### src/rtl/link_pkg.sv
// Shared types and sizing helpers for the multi-channel upstream link serializer.
package link_pkg;

    typedef enum logic {IDLE, SEND} state_t;

    function automatic int beats(input int core_w, input int ch_act, input int ch_w);
        return core_w / (ch_act * ch_w);
    endfunction

    function automatic int credit_width(input int credits);
        return $clog2(credits + 1);
    endfunction

endpackage

### src/rtl/link_credit_counter.sv
// Per-channel saturating credit counter with a sticky overflow flag.
module link_credit_counter
    import link_pkg::*;
#(
    parameter int CREDITS = 8
) (
    input  logic clk,
    input  logic rst,
    input  logic dec_i,
    input  logic inc_i,
    output logic avail_o,
    output logic err_o
);

    localparam int CNT_W = credit_width(CREDITS);
    localparam logic [CNT_W-1:0] FULL = CNT_W'(CREDITS);

    logic [CNT_W-1:0] cnt;

    // A token and a spend in the same cycle cancel; a token on a full counter only flags.
    always_ff @(posedge clk or negedge rst) begin
        if (!rst) begin
            cnt   <= FULL;
            err_o <= 1'b0;
        end else if (inc_i && !dec_i) begin
            if (cnt == FULL)
                err_o <= 1'b1;
            else
                cnt <= cnt + CNT_W'(1);
        end else if (dec_i && !inc_i && cnt != '0) begin
            cnt <= cnt - CNT_W'(1);
        end
    end

    assign avail_o = (cnt != '0);

endmodule

### src/rtl/link_upstream_mc.sv
// Upstream link serializer: slices core words into lockstep beats over CH_NUM credited channels.
module link_upstream_mc
    import link_pkg::*;
#(
    parameter int CORE_W  = 64,
    parameter int CH_NUM  = 2,
    parameter int CH_W    = 8,
    parameter int CREDITS = 8
) (
    input  logic                   clk,
    input  logic                   rst,
    input  logic                   core_valid_i,
    input  logic [CORE_W-1:0]      core_data_i,
    output logic                   core_ready_o,
    input  logic                   narrow_i,
    input  logic                   io_ready_i,
    output logic [CH_NUM-1:0]      io_valid_o,
    output logic [CH_NUM*CH_W-1:0] io_data_o,
    input  logic [CH_NUM-1:0]      token_i,
    output logic                   credit_err_o
);

    localparam int HALF      = CH_NUM / 2;
    localparam int BEATS_W   = beats(CORE_W, CH_NUM, CH_W);
    localparam int BEATS_N   = beats(CORE_W, HALF, CH_W);
    localparam int BCNT_W    = $clog2(BEATS_N + 1);
    localparam int WIDE_BITS = CH_NUM * CH_W;
    localparam int HALF_BITS = HALF * CH_W;
    localparam logic [BCNT_W-1:0] LAST_W = BCNT_W'(BEATS_W - 1);
    localparam logic [BCNT_W-1:0] LAST_N = BCNT_W'(BEATS_N - 1);

    state_t              state;
    logic                narrow_q;
    logic [BCNT_W-1:0]   beat_cnt;
    logic [CORE_W-1:0]   word;
    logic [CH_NUM-1:0]   act_mask;
    logic [CH_NUM-1:0]   avail;
    logic [CH_NUM-1:0]   err;
    logic                fire;
    logic                last;
    logic                accept;

    always_comb begin
        act_mask = '0;
        for (int c = 0; c < CH_NUM; c++)
            act_mask[c] = !narrow_q || (c < HALF);
    end

    // Every active channel must hold a credit, so all active lanes advance together.
    assign fire         = (state == SEND) && io_ready_i && (&(avail | ~act_mask));
    assign last         = fire && (beat_cnt == (narrow_q ? LAST_N : LAST_W));
    assign core_ready_o = (state == IDLE) || last;
    assign accept       = core_valid_i && core_ready_o;

    assign io_valid_o = fire ? act_mask : '0;

    always_comb begin
        io_data_o = '0;
        for (int c = 0; c < CH_NUM; c++)
            if (fire && act_mask[c])
                io_data_o[c*CH_W +: CH_W] = word[c*CH_W +: CH_W];
    end

    always_ff @(posedge clk or negedge rst) begin
        if (!rst) begin
            state    <= IDLE;
            narrow_q <= 1'b0;
            beat_cnt <= '0;
        end else if (accept) begin
            state    <= SEND;
            narrow_q <= narrow_i;
            beat_cnt <= '0;
        end else if (last) begin
            state    <= IDLE;
        end else if (fire) begin
            beat_cnt <= beat_cnt + BCNT_W'(1);
        end
    end

    // The word shifts down after each beat so the current beat always sits at the bottom.
    always_ff @(posedge clk) begin
        if (accept)
            word <= core_data_i;
        else if (fire)
            word <= narrow_q ? (word >> HALF_BITS) : (word >> WIDE_BITS);
    end

    for (genvar c = 0; c < CH_NUM; c++) begin : g_credit
        link_credit_counter #(.CREDITS(CREDITS)) u_credit (
            .clk    (clk),
            .rst    (rst),
            .dec_i  (fire & act_mask[c]),
            .inc_i  (token_i[c]),
            .avail_o(avail[c]),
            .err_o  (err[c])
        );
    end

    assign credit_err_o = |err;

endmodule
### config.mk
export PLATFORM = sky130hd
export DESIGN_NAME = link_upstream_mc
export DESIGN_NICKNAME = d
export VERILOG_FILES = /design/src/rtl/link_pkg.sv /design/src/rtl/link_credit_counter.sv /design/src/rtl/link_upstream_mc.sv
export SDC_FILE = /design/constraint.sdc
export NUM_CORES = 1
export LEC_CHECK = 0
export ABC_AREA = 1
export CAP_MARGIN = 20
export CELL_PAD_IN_SITES_DETAIL_PLACEMENT = 2
export CELL_PAD_IN_SITES_GLOBAL_PLACEMENT = 2
export CORE_ASPECT_RATIO = 1.4
export CORE_UTILIZATION = 30
export CTS_CLUSTER_SIZE = 20
export DETAILED_ROUTE_END_ITERATION = 8
export HOLD_SLACK_MARGIN = 0.15
export PLACE_DENSITY_LB_ADDON = 0.1
export SLEW_MARGIN = 10
export SYNTH_ARGS = -nofsm -noshare
export SYNTH_HDL_FRONTEND = slang
export SYNTH_SLANG_ARGS = --single-unit
### constraint.sdc
create_clock -name clk -period 8.08 [get_ports clk]
set_input_delay 1.616 -clock clk [delete_from_list [all_inputs] [get_ports clk]]
set_output_delay 1.616 -clock clk [all_outputs]
set_load 0.02 [all_outputs]
; ---- Yosys cells after proc, flatten, opt, wreduce, memory -nomap -nowiden
; Index checks and enable logic that the tools add are counted.
[word_totals]
out_inout_bits = 20
word_cells = 71
ff_bits = 80
input_bits = 71
[op_classes]
n_addsub = 5
n_mux = 18
n_reduce_logical = 30
bitwise_logic = 4
n_eq_ne = 6
[ops]
columns = operator, count
row1 = $mux 64, 2
row2 = $mux 56, 1
row3 = $mux 4, 9
row4 = $mux 8, 2
row5 = $add 4x1->4 const B, 3
row6 = $reduce_and 2->1, 6
row7 = $logic_and 1x1->1, 11
row8 = $eq 4x4->1 const B, 2
row9 = $reduce_bool 2->1, 4
row10 = $reduce_bool 4->1, 2
row11 = $sub 4x1->4 const B, 2
row12 = $logic_not 1->1, 5
row13 = $eq 4x3->1, 1
row14 = $ne 2x2->1 const B, 2
row15 = $mux 3, 1
row16 = $mux 1, 2
row17 = $mux 2, 1
row18 = $ne 2x1->1 const B, 1
row19 = $not 2->2, 1
row20 = $or 2x2->2, 1
row21 = $reduce_or 2->1, 1
row22 = $and 1x1->1, 1
row23 = $logic_or 1x1->1, 1
row24 = $not 1->1, 1

; ---- Logic depth before layout (Yosys ltp)
; Gate-level depths: netlist of run 1.
[depth]
word_depth = 10
ltp_mapped = 14
ltp_nobuf = 13

; ---- Cells and area by module
; From an unflattened synthesis of run 1, not the netlist that was laid out.
[hier_totals]
hier_cells = 596
area_unflattened_um2 = 4660.7
[modules_own_cells]
columns = module, seq_area_each_um2, n_inst, area_each_um2, cells_per_inst
row1 = link_upstream_mc, 2072.0, 1, 3945.0, 502
row2 = link_credit_counter, 126.4, 2, 357.8, 47

; ---- Least setup slack after synthesis of run 1
; Ideal clock, no wire load.
[synth_timing]
kind = input-to-reg
startpoint = input core_valid_i
endpoint = register beat_cnt[0]
path_buffers = 0
stages = 5
slack_ps = 751
required_time_ps = 7954
setup_time_ps = 126
arrival_ps = 7204
cell_sequence = inv_1 o21ai_0 o31ai_1 nand2_1 nand2_1
[synth_between]
elab_chain_len = 3
elab_cells_between_ends = 5
classes_between = eq/ne: 1 / mux: 1 / reduce/logical: 3
[synth_rtl]
columns = element, line
row1 = start: declaration, link_upstream_mc.sv:12  ; input logic core_valid_i,
row2 = $logic_and 1x1->1 *, link_upstream_mc.sv:53  ; assign accept = core_valid_i && core_ready_o;
row3 = $ne 2x1->1 (no source line) / $reduce_bool 2->1 (equally long branches), --
row4 = $reduce_and 2->1 (no source line), --
row5 = end signal: assignment, link_upstream_mc.sv:76  ; beat_cnt <= beat_cnt + BCNT_W'(1);
row6 = end: declaration, link_upstream_mc.sv:34  ; logic [BCNT_W-1:0] beat_cnt;
; Mark *: on every way between the ends. The rest lies on a longest branch, timed or not.
; A chain may end at the register's enable or synchronous reset.

; ---- Worst setup path in the final report of run 1
[layout_timing]
startpoint = input io_ready_i
endpoint = output io_data_o[11]
[layout_between]
elab_chain_len = 4
[layout_rtl]
columns = element, line
row1 = start: declaration, link_upstream_mc.sv:16  ; input logic io_ready_i,
row2 = $logic_and 1x1->1 (2 in a row), link_upstream_mc.sv:50  ; assign fire = (state == SEND) && io_ready_i && (&(avail | ~act_mask));
row3 = $logic_and 1x1->1, link_upstream_mc.sv:60  ; if (fire && act_mask[c])
row4 = $mux 8, link_upstream_mc.sv:60
row5 = end: declaration, link_upstream_mc.sv:18  ; output logic [CH_NUM*CH_W-1:0] io_data_o,
; No other way between the ends.

==> flow_summary.ini, run 1 <==
[clocking]
clk_pin_slew_worst_paths_ns = 0.06
worstSkewPairLatency_ns = 0.33
root_buffer = clkbuf_16
clock_path_buffers = 2
cts_sinks = 80
hold_buffers = 0
h-tree-depth = 3
post_cts_buffers = 0
cts_buffers = 9
cts.repair.resized = 0
cts_tree = yes

[global_routing]
grt_use_total = 0.165
grtUsageMet1 = 0.199
grt_max_degree = 66
antenna_found_initial = 0
grt_use_met2 = 0.298
grt_pass1_vias = 4127
use_met3 = 0.0270
grt_overflow = 0
grt_pass1_wl_um = 20000
grt-busiest-layer = met2

[place]
io_buffers = 90
place_congestion = 0.683
dp_hpwl_um = 7930

[drt]
drtIter0Drc = 94
routed_via_density = 4.66
drtPass1Iterations = 4
drc = 0
dr_total_vias = 3829
ant_nets = 0
wl_per_cell_um = 14.6
wirelength_um = 12000

[cells_and_area]
diodes = 0
drive_gt1_frac = 0.0396
areaGrowthSynthToFinish_pct = 29.6
nets = 706
final_common_cell = nand2_1
final_core_util = 0.396
mostFrequentLayoutCells = nand2_1 (241), clkdlybuf4s50_1 (90), inv_1 (66)

[logic_synthesis]
async_flop_share = 0.200
ys_seq_area_frac = 0.529
yosysWarnings = 0
synth_top_area_share = 0.437
synth_seq_cells = 80
synth_cell_types = 26
synth.area.top_cells = edfxtp_1 (44%), nand2_1 (21%), dfrtp_1 (8.0%)
synthCells = 552
yosysTopAreaCell = edfxtp_1
syn_avg_cell_area_um2 = 7.96
syn_area_um2 = 4390
synthFlopType = edfxtp_1
syn_nets = 630
synth_edf_count = 64

[die]
die_w_um = 104
coreArea_um2 = 14400
start_util = 0.306
rows = 52
die_area_um2 = 15100
die_height_um = 145
pin_count = 91

[sta]
post-route-period-util = 0.659
tns_ns = 0
hold_viol = 0
min_period_ns = 5.32
fin_skew_ns = 0.00728
maxSlewViolCount = 0
setup_violations = 0
worstMarginPinSlew_ns = 1.00
fmax_mhz = 188
relSlewSlack = 0.331
rsz0062_at_grt = false

[critical_path]
end_kind = output pin
arrival_ns = 3.71
crit_fanout = 12
required_ns = 6.46
crit_path_start_kind = primary input
critPathKind = primary input to output pin

[worst_hold_path]
hold_class = flop to flop

[pwr]
power_leakage_uw = 0.00258
pwr_density_cell_nw_per_um2 = 375
peakVddDrop_uv = 109

[flow_run]
drv_cap = 0

[outcome]
status = completed
-- path summary, 6_finish.rpt --
kind,from,end,slack (ns),cells after the start
hold reg to reg,g_credit[0].u_credit.err_o$_DFFE_PN0P_,g_credit[0].u_credit.err_o$_DFFE_PN0P_,0.46,2
setup reg to reg,narrow_q$_DFFE_PN0P_,word[37]$_DFFE_PP_,3.90,9
max in group asynchronous,rst,narrow_q$_DFFE_PN0P_,5.72,1
hold / removal,g_credit[0].u_credit.err_o$_DFFE_PN0P_,g_credit[0].u_credit.err_o$_DFFE_PN0P_,0.46,2
min in group asynchronous,rst,state$_DFFE_PN0P_,1.77,1
setup / recovery,io_ready_i,io_data_o[11],2.76,6
-- sequential cells by signal, indices dropped and copies added (netlist names) --
register	count
beat_cnt	4
g_credit.u_credit.cnt	8
narrow_q	1
word	64
state	1
g_credit.u_credit.err_o	2
-- metal layers --
layer	wire (um)	up-vias
met5	0	-
met3	309	10
met4	149	0
met2	6190	74
met1	5300	1854
li1	-	1891
-- critical path, cell delays in order --
cell and delay [ns]:
clkdlybuf4s50_1 0.45, nand2_1 0.08, inv_1 0.08, nand4_1 0.50
nor2_1 0.32, clkdlybuf4s50_1 0.65
-- per-stage QoR --
stage | total power, uW | area, um^2 | std cells | hold slack [ns] | setup slack [ns]
after floorplan | 1480 | 4390 | 552 | 0.427 | 0.751
after global placement | 1690 | 5420 | 806 | 0.443 | 2.83
after detailed placement | 1770 | 5420 | 806 | 0.458 | 2.69
after CTS | 2180 | 5700 | 821 | 0.473 | 2.69
after global routing | 2330 | 5700 | 821 | 0.518 | 2.64
final | 2140 | 5700 | 821 | 0.464 | 2.76
-- kinds of logic (layout without fill, tap and decap cells) --
group	Yosys count	after routing	share of synthesized area
compound gates	64	64	0.0792
xor+xnor	6	6	0.0120
fa+ha+maj	7	7	0.0233
buf+inv	95	175	0.0900
flops	80	80	0.529
simple gates	300	300	0.267
-- where the power goes --
part	switching, uW	internal (uW)	leakage [uW]	total [uW]
Clock	164	235	0.000140	399
Sequential	137	737	0.000817	874
Combinational	535	330	0.00163	865
Total	836	1300	0.00258	2140
-- cell usage after synthesis (5+ instances only) --
library cell and instances:
edfxtp_1 64, inv_1 66, ha_1 5, nor2_1 32, clkbuf_1 9, o21ai_0 56, nand3_1 19, buf_2 10
nand2_1 241, xor2_1 6, dfrtp_1 14
-- final cells by class --
class	count	area [um^2]
Multi-Input combinational cell	377	1690
Inverter	68	255
Fill cell	1663	8680
Tap cell	189	236
Sequential cell	80	2330
Timing Repair Buffer	92	916
Clock buffer	10	229
Clock inverter	5	48.8
(Power assumes the default switching activity.)
==> inputs of run 2 (changes only) <==
==> constraint.sdc (replaced) <==
create_clock -name clk -period 5.3 [get_ports clk]
set_input_delay 1.06 -clock clk [delete_from_list [all_inputs] [get_ports clk]]
set_output_delay 1.06 -clock clk [all_outputs]
set_load 0.02 [all_outputs]
==> run 2 against run 1 <==
Cell area increased by 0.77%; final cell count increased by 0.37%; critical path depth unchanged; sequential power increased by 46%; clock skew increased by 0.0027 ns; routed wire length increased by 1.0%; worst hold slack improved by 0.0067 ns; via count decreased by 0.68%; die area unchanged; sequential cell count unchanged; worst setup slack got worse by 1.6 ns; clock-buffer cell count decreased by 1; critical path type unchanged.
==> flow_summary.ini, run 2 (same netlist as run 1, synthesis figures left out) <==
[clocking]
worstSkewPairLatency_ns = 0.34
cts.repair.resized = 0
root_buffer = clkbuf_16
clk_pin_slew_worst_paths_ns = 0.06
post_cts_buffers = 0
cts_buffers = 9
cts_sinks = 80
h-tree-depth = 3
cts_tree = yes
hold_buffers = 0
clock_path_buffers = 2

[global_routing]
antenna_found_initial = 0
grt_use_total = 0.168
grt_max_degree = 66
grt_pass1_vias = 4192
grt_overflow = 0
grt_pass1_wl_um = 20100

[cells_and_area]
top_register = word
final_common_cell = nand2_1
areaGrowthSynthToFinish_pct = 30.6
top_regs = word (64), g_credit.u_credit.cnt (8), beat_cnt (4)
largest_reg_flops = 64
fin_area_um2 = 5740
drive_gt1_frac = 0.0472
mostFrequentLayoutCells = nand2_1 (241), clkdlybuf4s50_1 (90), inv_1 (66)
nets = 709
diodes = 0

[pwr]
pwr-share-comb = 0.423
switching_share = 0.391
pwr_density_cell_nw_per_um2 = 572
power_leakage_uw = 0.00260
pwr-share-clk = 0.188
p_total_uw = 3280
seqPwrFrac = 0.389
p_int_uw = 2000
peakVddDrop_uv = 179
p_sw_uw = 1280

[die]
start_util = 0.306
die_w_um = 104
die_area_um2 = 15100
pin_count = 91
die_height_um = 145
coreArea_um2 = 14400
rows = 52

[place]
dp_hpwl_um = 8020
placed_area_um2 = 5430
io_buffers = 90
dp_worst_setup_slack_ns = 1.02
place_congestion = 0.742

[critical_path]
worst-path-stages = 6
required_ns = 4.24
critical-path-slowest-cell = clkdlybuf4s50_1
end_kind = output pin
crit_path_start_kind = primary input
worst_path_most_repeated_cell = clkdlybuf4s50_1
reg2reg_depth = 12
crit_family = buffers and inverters
arrival_ns = 3.13
critPathKind = primary input to output pin
slowest_delay_ns = 0.64
crit_buf_inv = 3
critPathLaunch = io_ready_i
timing.critical_path.to = io_data_o[14]
path_cells = clkdlybuf4s50_1, nand2_1, inv_1, nand4_1, nor2_1, clkdlybuf4s50_1
rrSetupSlack_ns = 2.48
crit_fanout = 12
timing.rr.start = state$_DFFE_PN0P_
r2r_end = g_credit[1].u_credit.cnt[3]$_DFFE_PN1P_

[drt]
routed_via_density = 4.62
drtPass1Iterations = 4
wirelength_um = 12100
route.met3.wl_um = 340
wl_met2_um = 6320
drc = 0
wl_per_cell_um = 14.7
met1_length_um = 5250
ant_nets = 0
dr_total_vias = 3803
top_layer = met4
drtIter0Drc = 73

[sta]
fin_ws_ns = 1.11
tns_ns = 0
relSlewSlack = 0.404
min_period_ns = 4.19
hold_viol = 0
rsz0062_at_grt = false
setup_violations = 0
fmax_mhz = 239
worstMarginPinSlew_ns = 0.894
fin_skew_ns = 0.0100
post-route-period-util = 0.791
maxSlewViolCount = 0

[outcome]
status = completed

[flow_run]
drv_cap = 0

[worst_hold_path]
hold_class = flop to flop
## run 2: power by group through the flow
stage | Combinational, uW | Clock [uW] | Sequential, uW
3_5_place_dp | 1420 | 0 | 1290
4_1_cts | 1430 | 643 | 1280
2_1_floorplan | 982 | 0 | 1250
6_report | 1390 | 616 | 1280
3_3_place_gp | 1330 | 0 | 1260
5_1_grt | 1610 | 663 | 1310
## run 2: per-layer routing
layer / up-vias / track usage
met3: 9 / 0.0319
met2: 70 / 0.312
met4: 0 / 0.0521
met5: - / 0
li1: 1902 / -
met1: 1822 / 0.192
## run 2: metrics by stage
stage	hold slack, ns	instances	util
2_1_floorplan	0.427	552	-
3_3_place_gp	0.446	808	0.378
3_5_place_dp	0.459	808	0.378
4_1_cts	0.476	823	0.398
5_1_grt	0.505	824	0.399
6_report	0.470	824	0.399
## run 2: cell type report
| type | instances | area, um^2 |
|---|---|---|
| Sequential cell | 80 | 2330 |
| Clock buffer | 9 | 225 |
| Fill cell | 1657 | 8640 |
| Timing Repair Buffer | 95 | 951 |
| Inverter | 68 | 255 |
| Clock inverter | 6 | 61.3 |
| Multi-Input combinational cell | 377 | 1690 |
| Tap cell | 189 | 236 |
## run 2: how the worst min path moves through the flow
stage                                                 startpoint                                     end  slack [ns]  cells after the start
after floorplan           g_credit[0].u_credit.err_o$_DFFE_PN0P_  g_credit[0].u_credit.err_o$_DFFE_PN0P_        0.43                      2
after global placement    g_credit[0].u_credit.err_o$_DFFE_PN0P_  g_credit[0].u_credit.err_o$_DFFE_PN0P_        0.45                      2
after detailed placement  g_credit[0].u_credit.err_o$_DFFE_PN0P_  g_credit[0].u_credit.err_o$_DFFE_PN0P_        0.46                      2
after CTS                 g_credit[0].u_credit.err_o$_DFFE_PN0P_  g_credit[0].u_credit.err_o$_DFFE_PN0P_        0.48                      2
after global routing      g_credit[0].u_credit.err_o$_DFFE_PN0P_  g_credit[0].u_credit.err_o$_DFFE_PN0P_        0.50                      2
final                     g_credit[0].u_credit.err_o$_DFFE_PN0P_  g_credit[0].u_credit.err_o$_DFFE_PN0P_        0.47                      2
## run 2: worst reg2reg max path, stage by stage (launching register included)
cell	delay, ns
dfrtp_1	0.54
nand2_1	0.17
inv_1	0.09
nand4_1	0.49
nand2_1	0.43
ha_1	0.32
and3_1	0.18
nor2_1	0.17
inv_1	0.07
nand2_1	0.10
nand3_1	0.09
nand2_1	0.07
nand2_1	0.04
==> inputs of run 3 (changes only) <==
==> constraint.sdc (replaced) <==
create_clock -name clk -period 4.1 [get_ports clk]
set_input_delay 0.82 -clock clk [delete_from_list [all_inputs] [get_ports clk]]
set_output_delay 0.82 -clock clk [all_outputs]
set_load 0.02 [all_outputs]
==> run 3 against run 2 <==
Clock-buffer cell count up 1; worst hold slack better by 0.0044 ns; die area unchanged; routed wire length up 1.8%; via count up 0.76%; final cell count up 0.24%; sequential power up 29%; worst setup slack worse by 0.52 ns; sequential cell count unchanged; sequential share of layout area about the same; utilization about the same.
==> flow_summary.ini, run 3 (same netlist as run 1, synthesis figures left out) <==
[outcome]
status = completed

[drt]
drtPass1Iterations = 4
wl_per_cell_um = 14.9
wirelength_um = 12300
routed_via_density = 4.64
dr_total_vias = 3832
ant_nets = 0
drc = 0
drtIter0Drc = 82

[sta]
min_period_ns = 3.51
fin_ws_ns = 0.586
hold_viol = 0
fin_skew_ns = 0.00688
worstMarginPinSlew_ns = 1.03
setup_violations = 0
maxSlewViolCount = 0
tns_ns = 0
relSlewSlack = 0.312
post-route-period-util = 0.857
fmax_mhz = 285
rsz0062_at_grt = false

[pwr]
power_leakage_uw = 0.00259
pwr_density_cell_nw_per_um2 = 733
peakVddDrop_uv = 257

[global_routing]
grt_pass1_wl_um = 20700
grt_pass1_vias = 4217
grt_overflow = 0
grt_max_degree = 65
grt_use_total = 0.172
antenna_found_initial = 0

[clocking]
hold_buffers = 0
root_buffer = clkbuf_16
cts.repair.resized = 0
h-tree-depth = 3
clock_path_buffers = 2
worstSkewPairLatency_ns = 0.34
cts_tree = yes
post_cts_buffers = 0
clk_pin_slew_worst_paths_ns = 0.06
cts_buffers = 9
cts_sinks = 80

[place]
io_buffers = 90
dp_hpwl_um = 8570
place_congestion = 0.715
dp_worst_setup_slack_ns = 0.550

[die]
coreArea_um2 = 14400
die_w_um = 104
rows = 52
pin_count = 91
start_util = 0.306
die_height_um = 145
die_area_um2 = 15100

[critical_path]
end_kind = output pin
arrival_ns = 2.69
crit_path_start_kind = primary input
critPathKind = primary input to output pin
crit_fanout = 17
required_ns = 3.28

[cells_and_area]
largest_reg_flops = 64
mostFrequentLayoutCells = nand2_1 (241), clkdlybuf4s50_1 (90), inv_1 (66)
final_common_cell = nand2_1
drive_gt1_frac = 0.0471
diodes = 0
fill_cells = 1658
nets = 710
top_regs = word (64), g_credit.u_credit.cnt (8), beat_cnt (4)
areaGrowthSynthToFinish_pct = 30.6
top_register = word

[worst_hold_path]
hold_class = flop to flop

[flow_run]
drv_cap = 0
[run 3: cell count changes in the layout (fill, tap and decap cells not counted)]
cell / delta
clkinv_1: +1
clkinv_2: -1
buf_12: +1
clkinv_4: -1
clkinvlp_4: +2
bufinv_16: -1
clkbuf_1: +1
[run 3: routing by layer]
layer  global-route usage  share of wire  vias up
li1                     -              -     1907
met1                0.202           0.43     1851
met2                0.315           0.54       65
met3               0.0283          0.024        9
met4               0.0500         0.0096        0
met5                    0              0        -
[run 3: critical path: stages]
cell and delay (ns):
clkdlybuf4s50_1 0.45, nand2_1 0.09, a21oi_2 0.17, nand2_2 0.26, o21ai_2 0.27, clkdlybuf4s50_1 0.64
[run 3: area by class of cell]
| class | count | area, um^2 | area share |
|---|---|---|---|
| multi-input combinational | 377 | 1690 | 0.294 |
| clock buffer | 10 | 229 | 0.0399 |
| sequential | 80 | 2330 | 0.405 |
| timing repair buffer | 96 | 971 | 0.169 |
| tap | 189 | 236 | 0.0412 |
| clock inverter | 6 | 36.3 | 0.00632 |
| inverter | 68 | 255 | 0.0445 |
[run 3: worst paths after layout]
| path | from | to | slack (ns) | cells past startpoint |
|---|---|---|---|---|
| min reg2reg | g_credit[1].u_credit.err_o$_DFFE_PN0P_ | g_credit[1].u_credit.err_o$_DFFE_PN0P_ | 0.47 | 2 |
| min in group asynchronous | rst | beat_cnt[2]$_DFFE_PN0P_ | 0.94 | 1 |
| min | g_credit[1].u_credit.err_o$_DFFE_PN0P_ | g_credit[1].u_credit.err_o$_DFFE_PN0P_ | 0.47 | 2 |
| max | io_ready_i | core_ready_o | 0.59 | 6 |
| max reg2reg | state$_DFFE_PN0P_ | word[16]$_DFFE_PP_ | 1.71 | 9 |
| max in group asynchronous | rst | narrow_q$_DFFE_PN0P_ | 2.61 | 1 |
[run 3: report_power, final]
part           total [uW]  internal, uW  switching [uW]  leakage (uW)
registers            1650          1450             197      0.000817
clock network         737           406             331      0.000122
logic                1820           679            1150       0.00165
total                4210          2540            1670       0.00259
[run 3: per-stage QoR]
| stage | instances | hold slack (ns) | total power, uW | area (um^2) | util |
|---|---|---|---|---|---|
| detailed placement | 810 | 0.469 | 3530 | 5470 | 0.381 |
| global route | 826 | 0.520 | 4600 | 5740 | 0.399 |
| global placement | 810 | 0.446 | 3380 | 5470 | 0.381 |
| floorplan | 552 | 0.427 | 2880 | 4400 | - |
| CTS | 826 | 0.485 | 4300 | 5740 | 0.399 |
| finish | 826 | 0.475 | 4210 | 5740 | 0.399 |
